`src/rtl/wbs_gpio_target.sv`:
```
// wbs_gpio_target: Wishbone classic slave with ID, scratch, GPIO out/oe, a synchronized GPIO input
// with rising-edge interrupts and a free-running cycle counter. Define WBT_ERR_EN to error unmapped offsets.
module wbs_gpio_target #(
  parameter logic [31:0] BASE_ADDR = 32'h3000_0000,
  parameter logic [31:0] ADDR_MASK = 32'hFFFF_FFC0,
  parameter logic [31:0] ID_VALUE  = 32'h4C42_0001
) (
  input  logic        mclk,
  input  logic        reset_n,
  input  logic        wbs_cyc_i,
  input  logic        wbs_stb_i,
  input  logic        wbs_we_i,
  input  logic [3:0]  wbs_sel_i,
  input  logic [31:0] wbs_adr_i,
  input  logic [31:0] wbs_dat_i,
  output logic [31:0] wbs_dat_o,
  output logic        wbs_ack_o,
  output logic        wbs_err_o,
  input  logic [15:0] io_in,
  output logic [15:0] io_out,
  output logic [15:0] io_oeb,
  output logic        irq
);

  localparam logic [3:0] OFF_ID      = 4'd0;
  localparam logic [3:0] OFF_SCRATCH = 4'd1;
  localparam logic [3:0] OFF_OUT     = 4'd2;
  localparam logic [3:0] OFF_OE      = 4'd3;
  localparam logic [3:0] OFF_IN      = 4'd4;
  localparam logic [3:0] OFF_CNT     = 4'd5;
  localparam logic [3:0] OFF_STAT    = 4'd6;
  localparam logic [3:0] OFF_MASK    = 4'd7;

  logic [31:0] scratch;
  logic [15:0] gpio_out;
  logic [15:0] gpio_oe;
  logic [31:0] cycle_cnt;
  logic [15:0] sync_1;
  logic [15:0] sync_2;
  logic [15:0] sync_prev;
  logic [15:0] irq_stat;
  logic [15:0] irq_mask;
  logic        ack_q;
  logic        err_q;
  logic [31:0] dat_q;
  logic        irq_q;

  logic        selected;
  logic        busy;
  logic        accept;
  logic [3:0]  offset;
  logic        mapped;
  logic        wr_en;
  logic [31:0] byte_mask;
  logic [31:0] rd_data;
  logic [15:0] rise;
  logic [15:0] stat_clear;

  assign selected  = wbs_cyc_i & wbs_stb_i & ((wbs_adr_i & ADDR_MASK) == BASE_ADDR);
  assign busy      = ack_q | err_q;
  assign accept    = selected & ~busy;
  assign offset    = wbs_adr_i[5:2];
  assign mapped    = ~offset[3];
  assign wr_en     = accept & wbs_we_i & mapped;
  assign byte_mask = {{8{wbs_sel_i[3]}}, {8{wbs_sel_i[2]}}, {8{wbs_sel_i[1]}}, {8{wbs_sel_i[0]}}};

  assign rise       = sync_2 & ~sync_prev;
  assign stat_clear = (wr_en && offset == OFF_STAT) ? (wbs_dat_i[15:0] & byte_mask[15:0]) : 16'd0;

  always_comb begin
    rd_data = 32'd0;
    case (offset)
      OFF_ID:      rd_data = ID_VALUE;
      OFF_SCRATCH: rd_data = scratch;
      OFF_OUT:     rd_data = {16'd0, gpio_out};
      OFF_OE:      rd_data = {16'd0, gpio_oe};
      OFF_IN:      rd_data = {16'd0, sync_2};
      OFF_CNT:     rd_data = cycle_cnt;
      OFF_STAT:    rd_data = {16'd0, irq_stat};
      OFF_MASK:    rd_data = {16'd0, irq_mask};
      default:     rd_data = 32'd0;
    endcase
  end

  // Busy blocks re-acceptance, so a held strobe yields one pulse every other cycle.
  always_ff @(posedge mclk or negedge reset_n) begin
    if (!reset_n) begin
      ack_q <= 1'b0;
      dat_q <= 32'd0;
    end else begin
`ifdef WBT_ERR_EN
      ack_q <= accept & mapped;
      dat_q <= (accept && !wbs_we_i && mapped) ? rd_data : 32'd0;
`else
      ack_q <= accept;
      dat_q <= (accept && !wbs_we_i) ? rd_data : 32'd0;
`endif
    end
  end

`ifdef WBT_ERR_EN
  always_ff @(posedge mclk or negedge reset_n) begin
    if (!reset_n) begin
      err_q <= 1'b0;
    end else begin
      err_q <= accept & ~mapped;
    end
  end
`else
  assign err_q = 1'b0;
`endif

  always_ff @(posedge mclk or negedge reset_n) begin
    if (!reset_n) begin
      scratch  <= 32'd0;
      gpio_out <= 16'd0;
      gpio_oe  <= 16'd0;
      irq_mask <= 16'd0;
    end else if (wr_en) begin
      case (offset)
        OFF_SCRATCH: scratch  <= (scratch & ~byte_mask) | (wbs_dat_i & byte_mask);
        OFF_OUT:     gpio_out <= (gpio_out & ~byte_mask[15:0]) | (wbs_dat_i[15:0] & byte_mask[15:0]);
        OFF_OE:      gpio_oe  <= (gpio_oe & ~byte_mask[15:0]) | (wbs_dat_i[15:0] & byte_mask[15:0]);
        OFF_MASK:    irq_mask <= (irq_mask & ~byte_mask[15:0]) | (wbs_dat_i[15:0] & byte_mask[15:0]);
        default: ;
      endcase
    end
  end

  // A firmware write replaces the increment for that cycle.
  always_ff @(posedge mclk or negedge reset_n) begin
    if (!reset_n) begin
      cycle_cnt <= 32'd0;
    end else if (wr_en && offset == OFF_CNT) begin
      cycle_cnt <= (cycle_cnt & ~byte_mask) | (wbs_dat_i & byte_mask);
    end else begin
      cycle_cnt <= cycle_cnt + 32'd1;
    end
  end

  // Edge-set is ORed after the clear so a coincident edge survives a W1C.
  always_ff @(posedge mclk or negedge reset_n) begin
    if (!reset_n) begin
      sync_1    <= 16'd0;
      sync_2    <= 16'd0;
      sync_prev <= 16'd0;
      irq_stat  <= 16'd0;
      irq_q     <= 1'b0;
    end else begin
      sync_1    <= io_in;
      sync_2    <= sync_1;
      sync_prev <= sync_2;
      irq_stat  <= (irq_stat & ~stat_clear) | rise;
      irq_q     <= |(irq_stat & irq_mask);
    end
  end

  assign wbs_ack_o = ack_q;
  assign wbs_err_o = err_q;
  assign wbs_dat_o = dat_q;
  assign io_out    = gpio_out;
  assign io_oeb    = ~gpio_oe;
  assign irq       = irq_q;

endmodule

```
`config.mk`:
```
export PLATFORM = sky130hd
export DESIGN_NAME = wbs_gpio_target
export DESIGN_NICKNAME = d
export VERILOG_FILES = /design/src/rtl/wbs_gpio_target.sv
export SDC_FILE = /design/constraint.sdc
export NUM_CORES = 1
export LEC_CHECK = 0
export CAP_MARGIN = 20
export CORE_UTILIZATION = 56
export CTS_BUF_LIST = sky130_fd_sc_hd__clkbuf_2 sky130_fd_sc_hd__clkbuf_4 sky130_fd_sc_hd__clkbuf_8
export CTS_CLUSTER_SIZE = 40
export DETAILED_ROUTE_END_ITERATION = 12
export PLACE_DENSITY = 0.9
export SLEW_MARGIN = 20
export SYNTH_ARGS = -nofsm -noshare
export SYNTH_HDL_FRONTEND = slang
export SYNTH_SLANG_ARGS = --single-unit
```
`constraint.sdc`:
```
create_clock -name mclk -period 2.7 [get_ports mclk]
set_clock_uncertainty 0.1 [all_clocks]
set_input_delay 0.54 -clock mclk [delete_from_list [all_inputs] [get_ports mclk]]
set_output_delay 0.54 -clock mclk [all_outputs]
set_load 0.005 [all_outputs]
```
### Word-level counts from Yosys, hierarchy flattened

Cells that the tools add are included.

| word-level totals | value |
|---|---|
| register bits | 210 |
| bits in latches | 0 |
| memory bits (writable) | 0 |
| bits in read-only memories | 0 |
| input bits | 89 |
| word-level logic and storage cells | 63 |
| memories | 0 |

| cells by class | value |
|---|---|
| add/sub/neg operators | 1 |
| multipliers | 0 |
| div/mod/pow operators | 0 |
| magnitude comparators | 0 |
| equality and inequality tests | 8 |
| shifts and indexed selects | 0 |
| multiplexer cells | 4 |
| bitwise logic cells | 28 |
| reductions and logical operators | 10 |

Operators with widths:

| cell | count |
|---|---|
| 32-bit one-hot mux with 8 select lines | 1 |
| 16-bit bitwise AND | 7 |
| 32-bit bitwise AND | 3 |
| 32-bit two-way mux | 2 |
| 16-bit NOT | 4 |
| 16-bit OR | 4 |
| 32-bit OR | 2 |
| 32-bit by 1-bit adder with 32-bit output (second input constant) | 1 |
| 32-bit NOT | 1 |
| 26-bit by 24-bit equality test with 1-bit output (second input constant) | 1 |
| 4-bit by 3-bit equality test with 1-bit output (second input constant) | 4 |
| 16-bit two-way mux | 1 |
| 16-bit OR reduction | 1 |
| 4-bit by 2-bit equality test with 1-bit output (second input constant) | 2 |
| 2-bit AND reduction | 4 |
| 1-bit bitwise AND | 5 |
| 4-bit by 1-bit equality test with 1-bit output (second input constant) | 1 |
| 4-bit zero test | 1 |
| 1-bit logical AND | 3 |
| 1-bit NOT | 2 |
| 1-bit zero test | 1 |

### Longest topological paths before layout

Gate-level depths: netlist of the first run.

| depth | value |
|---|---|
| depth after elaboration | 10 |
| depth in mapped cells | 8 |
| gate-level depth less buffers | 6 |

### Worst setup path after synthesis of the first run

Ideal clock, no wire load.

| timing | value |
|---|---|
| kind | input -> register |
| start | input port wbs_adr_i[7] |
| end | register (tool-made name) |
| setup time | 0.125 ns |
| data arrival time | 2.062 ns |
| path slack | 0.412 ns |
| cell stages on the path | 7 |
| buffers on the path | 2 |
| path through | nor4_4 -> nand4b_4 -> nor2_4 -> buf_6 -> and4_4 -> buf_12 -> mux2_4 |

RTL lines:

| item | line | RTL |
|---|---|---|
| start, declared | 14 | `input logic [31:0] wbs_adr_i,` |

==> results of run 1 <==
power groups by stage:
stage	Combinational, uW	Clock (uW)	Sequential, uW
2_1_floorplan	67.3	0	3250
3_3_place_gp	345	0	3260
3_5_place_dp	353	0	3260
4_1_cts	360	3170	3200
5_1_grt	385	3320	3200
6_report	361	3120	3210
cells by family (layout without fill, tap and decap cells):
logic type | Yosys count | after routing | synth area share, %
simple gates | 174 | 174 | 12.31
flops | 210 | 210 | 54.38
mux | 85 | 85 | 12.37
buf+inv | 102 | 323 | 5.943
compound gates | 193 | 193 | 14.83
fa+ha+maj | 1 | 1 | 0.1295
other cells | 1 | 1 | 0.03881
Yosys cell counts (9+ instances only):
| master | instances |
|---|---|
| a21oi_1 | 30 |
| and4_1 | 10 |
| nor2_1 | 24 |
| nor3_1 | 9 |
| nand2_1 | 46 |
| inv_1 | 58 |
| a31oi_1 | 16 |
| o32ai_1 | 11 |
| a22oi_1 | 49 |
| nand4_1 | 11 |
| o21ai_1 | 14 |
| mux2_4 | 64 |
| dfrtp_1 | 210 |
| clkbuf_1 | 15 |
| mux2_2 | 19 |
| a222oi_1 | 11 |
| a22o_1 | 24 |
| buf_2 | 13 |
| nand3_1 | 18 |
stage by stage:
step | utilization, % | setup TNS (ns) | instance area (sq um) | hold slack (ns) | setup WS (ns)
3_5_place_dp | 69.56 | -6.033 | 11620 | 0.2347 | -0.1002
3_3_place_gp | 69.56 | -0.6380 | 11620 | 0.2317 | -0.03639
5_1_grt | 74.26 | 0 | 12400 | 0.2493 | 0.2731
4_1_cts | 74.26 | 0 | 12400 | 0.2414 | 0.3894
6_report | 74.26 | 0 | 12400 | 0.2375 | 0.3253
2_1_floorplan | - | 0 | 9663 | 0.1444 | 0.4124
critical path: stages, from the launching register on:
cell	delay [ns]
dfrtp_1	0.51
and4_1	0.33
nand3_1	0.39
or2_2	0.49
o311a_1	0.31
a211oi_2	0.15
worst paths after layout:
| path | from | endpoint | slack (ns) | cells past startpoint |
|---|---|---|---|---|
| setup reg to reg | register | register | 0.33 | 5 |
| setup / recovery | register | register | 0.33 | 5 |
| min in group asynchronous | reset_n | asynchronous set/reset pin | 0.48 | 2 |
| max in group asynchronous | reset_n | asynchronous set/reset pin | 1.32 | 3 |
| hold reg to reg | sync_1[2]$_DFF_PN0_ | sync_2[2]$_DFF_PN0_ | 0.24 | 0 |
| hold / removal | sync_1[2]$_DFF_PN0_ | sync_2[2]$_DFF_PN0_ | 0.24 | 0 |
what timing repair did:
action,CTS,global route
buffers inserted,0,0
hold buffers,1,0
gates resized for setup,0,0
endpoints found under the hold margin,62,0
layout make-up:
type / instances / share of cell area (%)
timing repair buffer: 204 / 16.27
multi-input combinational: 454 / 31.13
sequential: 210 / 42.37
tap: 220 / 2.220
clock inverter: 11 / 1.301
clock buffer: 50 / 4.944
inverter: 58 / 1.755
routing by layer:
metal  routed length, um  GRT usage, %
met5                   0             0
met4                1370         16.35
met3                2665         6.887
met2               13380         52.17
met1               10450         41.65
==> results.yml, run 1 <==
finish:
  drive_gt1_share_pct: 24.01
  synthToLayoutAreaGrowth_pct: 28.34
  final_cells: 1207
  antenna_cells: 0
  layout.cells.most_common_list: "dfrtp_1 (210), clkdlybuf4s50_1 (151), mux2_4 (64), inv_1 (58), a22oi_1 (49)"
  n_fill_cell: 1069
  mostFrequentLayoutCell: "dfrtp_1"
  regArea_sq_mm: 0.005255
  final_nets: 1053
  multiInputGateArea_sq_mm: 0.003861
synthesis:
  syn_nets: 856
  synthDistinctLibCells: 70
  ys_seq_area_share_pct: 54.38
  yosys_warnings: 0
  synth.area.top_cells: "dfrtp_1 (54%), mux2_4 (9.9%), a22oi_1 (3.8%), inv_1 (2.3%), mux2_2 (2.2%)"
  syn_inst: 766
  synthFlopType: "dfrtp_1"
  yosys.area.top_type_share_pct: 54.38
  synth_seq_cells: 210
  avgSynthCellArea_sq_um: 12.61
  syn_area_sq_mm: 0.009663
  async_flop_share_pct: 100.0
  synth-edff-count: 0
  yosys.area.top_type: "dfrtp_1"
route:
  route.detailed.drc: 0
  finalWirelength_um: 27870
  final_antenna_net_count: 0
  drt-pass1-iter-count: 6
  wl_per_cell_um: 23.09
  drt_iter0_drc: 1003
  drt-vias-per-instance: 6.461
  num_vias: 7798
clocking:
  clk_latency_ns: 0.52
  cts.path.max_buffers: 3
  root_buffer: "clkbuf_8"
  clk_pin_slew_worst_paths_ns: 0.06
  clock-sinks: 210
  cts_tree: "yes"
  h-tree-depth: 2
  cts_buffers: 35
global_routing:
  gr-total-overflow: 0
  grt_pass1_vias: 8136
  grt.total_usage_pct: 32.40
  antenna_found_initial: 0
  grt_max_degree: 66
  grt_pass1_wl_um: 44370
timing:
  setup_viol: 0
  grt_setup_unrepaired: "no"
  hold_viol: 0
  fin_crit_sh_pct: 87.95
  final.min_clock_period_ns: 2.375
  drv_slew: 0
  tightest_slew_ns: 0.6220
  maxSlewHeadroom_pct: 58.15
  fmax_ghz: 0.4211
setup_path:
  cp-start-kind: "register"
  cp.required_ns: 3.03
  arrival_ns: 2.71
  end_kind: "register"
  crit_path_max_fanout: 11
  crit_type: "register to register"
die:
  start_util_pct: 57.86
  die_x_um: 133.4
  coreArea_sq_mm: 0.01670
  dieArea_sq_mm: 0.01778
  die_y_um: 133.4
  core.rowCount: 47
  ios: 156
power:
  p_switching_uw: 1484
  pwr-share-comb_pct: 5.4
  p_leak_uw: 0.005319
  pwr-share-clk_pct: 46.7
  peakVddDrop_v: 0.0004540
  switching_share_pct: 22.19
  total_power_uw: 6689
  p_int_uw: 5205
  seqPwrFrac_pct: 47.9
  powerDensity_mw_per_mm2: 539.4
hold_path:
  hold_class: "register to register"
placed_design:
  dpl.cell_count: 1145
  dp_hpwl_um: 18470
  portBuffers: 152
  place_congestion: 0.9289
outcome:
  status: "complete, no violations"
flow_run:
  maxCapViolCount: 0
Note: power is estimated with default switching activity, not from simulation.
==> run 2, diff against run 1 <==
--- a/config.mk
+++ b/config.mk
@@ -6,11 +6,14 @@
 export NUM_CORES = 1
 export LEC_CHECK = 0
 export CAP_MARGIN = 20
+export CORE_MARGIN = 1
 export CORE_UTILIZATION = 56
 export CTS_BUF_LIST = sky130_fd_sc_hd__clkbuf_2 sky130_fd_sc_hd__clkbuf_4 sky130_fd_sc_hd__clkbuf_8
+export CTS_CLUSTER_DIAMETER = 50
 export CTS_CLUSTER_SIZE = 40
 export DETAILED_ROUTE_END_ITERATION = 12
 export PLACE_DENSITY = 0.9
+export SETUP_SLACK_MARGIN = 0.5
 export SLEW_MARGIN = 20
 export SYNTH_ARGS = -nofsm -noshare
 export SYNTH_HDL_FRONTEND = slang
==> run 2 against run 1 <==
Compared with the run above: cell area down 0.31%; global-route usage down 1.7 points; hold slack better by 0.016 ns; register-to-register slack better by 0.16 ns; critical path depth up 4; largest cell class unchanged; largest power group unchanged; sequential power about the same; non-clock buffer count up 21; clock-buffer cell count down 30.
==> results.yml, run 2 (synthesis gave the netlist of run 1 again) <==
finish:
  final_nets: 1057
  multiInputGateArea_sq_mm: 0.003938
  regArea_sq_mm: 0.005261
  fin_util_pct: 74.03
  layout.cells.most_common_list: "dfrtp_1 (205), clkdlybuf4s50_1 (139), mux2_4 (75), inv_1 (58), buf_4 (58)"
  mostFrequentLayoutCell: "dfrtp_1"
  synthToLayoutAreaGrowth_pct: 27.94
  drive_gt1_share_pct: 24.95
  n_fill_cell: 1044
route:
  route.detailed.drc: 0
  num_vias: 7730
  final_antenna_net_count: 0
  drt-pass1-iter-count: 6
  drt_iter0_drc: 1046
  drt-vias-per-instance: 6.447
  wl_per_cell_um: 23.09
  finalWirelength_um: 27690
timing:
  hold_viol: 0
  maxSlewHeadroom_pct: 61.37
  grt_setup_unrepaired: "yes"
  fin_crit_sh_pct: 82.45
  layout_setup_ws_ns: 0.4737
  setup_viol: 0
  final.min_clock_period_ns: 2.226
  tightest_slew_ns: 0.5794
  drv_slew: 0
  finalSetupTns_ns: 0
  fmax_ghz: 0.4492
placed_design:
  portBuffers: 152
  place_congestion: 0.9167
  dp_hpwl_um: 18780
  pre_cts_ws_ns: -0.08201
setup_path:
  slowest_stage: "clkdlybuf4s50_1"
  arrival_ns: 2.53
  end_kind: "register"
  crit_path_max_fanout: 22
  cp.required_ns: 3.00
  cpPeakStageDelay_ns: 0.44
  crit_type: "input pin to register"
  cp-start-kind: "input pin"
  cp_cell_sequence: "clkdlybuf4s50_1 > nor4b_4 > nand4_4 > buf_6 > nor3_4 > buf_4 > buf_12 > o311a_1 > a211oi_2"
global_routing:
  antenna_found_initial: 1
  grt_max_degree: 71
  grt.total_usage_pct: 30.69
  gr-total-overflow: 0
  grt_pass1_vias: 7663
  grt_pass1_wl_um: 42160
clocking:
  root_buffer: "clkbuf_8"
  h-tree-depth: 1
  cts_tree: "yes"
  cts.path.max_buffers: 3
  clk_pin_slew_worst_paths_ns: 0.12
  cts_buffers: 18
  clk_latency_ns: 0.54
  clock-sinks: 210
die:
  die_x_um: 133.4
  coreArea_sq_mm: 0.01670
  die_y_um: 133.4
  ios: 156
  start_util_pct: 57.86
  core.rowCount: 47
  dieArea_sq_mm: 0.01778
power:
  powerDensity_mw_per_mm2: 461.0
  total_power_uw: 5699
  peakVddDrop_v: 0.0004084
  p_leak_uw: 0.005302
flow_run:
  maxCapViolCount: 0
hold_path:
  hold_class: "register to register"
outcome:
  status: "complete, no violations"
[run 2: metrics by stage]
step / instance area [sq um] / instances / hold WS, ns
5_1_grt: 12360 / 1198 / 0.2687
3_3_place_gp: 11640 / 1148 / 0.2316
6_report: 12360 / 1199 / 0.2531
4_1_cts: 12150 / 1185 / 0.2554
3_5_place_dp: 11640 / 1148 / 0.2347
2_1_floorplan: 9668 / 766 / 0.1444
[run 2: final cells by class]
type	instances	share of cell area [%]
repair buffers	225	17.96
inverters	58	1.761
diodes	1	0.02024
well taps	220	2.226
flip-flops and latches	210	42.56
multi-input cells	454	31.85
clock buffers	20	2.226
clock inverters	11	1.397
[run 2: critical path, delay by kind of cell]
kind / cells / cell delay [ns]
buf+inv: 4 / 0.95
compound gates: 2 / 0.24
simple gates: 3 / 0.79
[run 2: what timing repair did]
action | CTS | global route
pin swaps | 3 | 6
hold buffers | 1 | 0
cloned | 0 | 0
endpoints found under the setup margin | 20 | 110
gates resized for setup | 9 | 36
endpoints found under the hold margin | 51 | 0
buffers inserted | 5 | 13
[run 2: worst paths after layout]
check                                     start                    endpoint  slack (ns)  depth (start not counted)
max                               wbs_adr_i[26]                    register        0.47                          9
min                        sync_1[13]$_DFF_PN0_        sync_2[13]$_DFF_PN0_        0.25                          0
max reg2reg                            register                    register        0.49                          5
min reg2reg                sync_1[13]$_DFF_PN0_        sync_2[13]$_DFF_PN0_        0.25                          0
max in group asynchronous               reset_n  asynchronous set/reset pin        1.28                          3
min in group asynchronous               reset_n     wbs_dat_o[20]$_DFF_PN0_        0.43                          2
[run 2: power by group]
group | internal [uW] | switching, uW
logic | 166 | 196
clock network | 893 | 1250
registers | 3180 | 18.6
[run 2: per-layer routing]
layer / up-vias / GRT usage (%) / part of all wire, %
li1: 3248 / - / -
met1: 3782 / 41.02 / 37
met2: 575 / 49.22 / 48
met3: 125 / 5.365 / 10
met4: 0 / 13.95 / 4.6
met5: - / 0 / 0
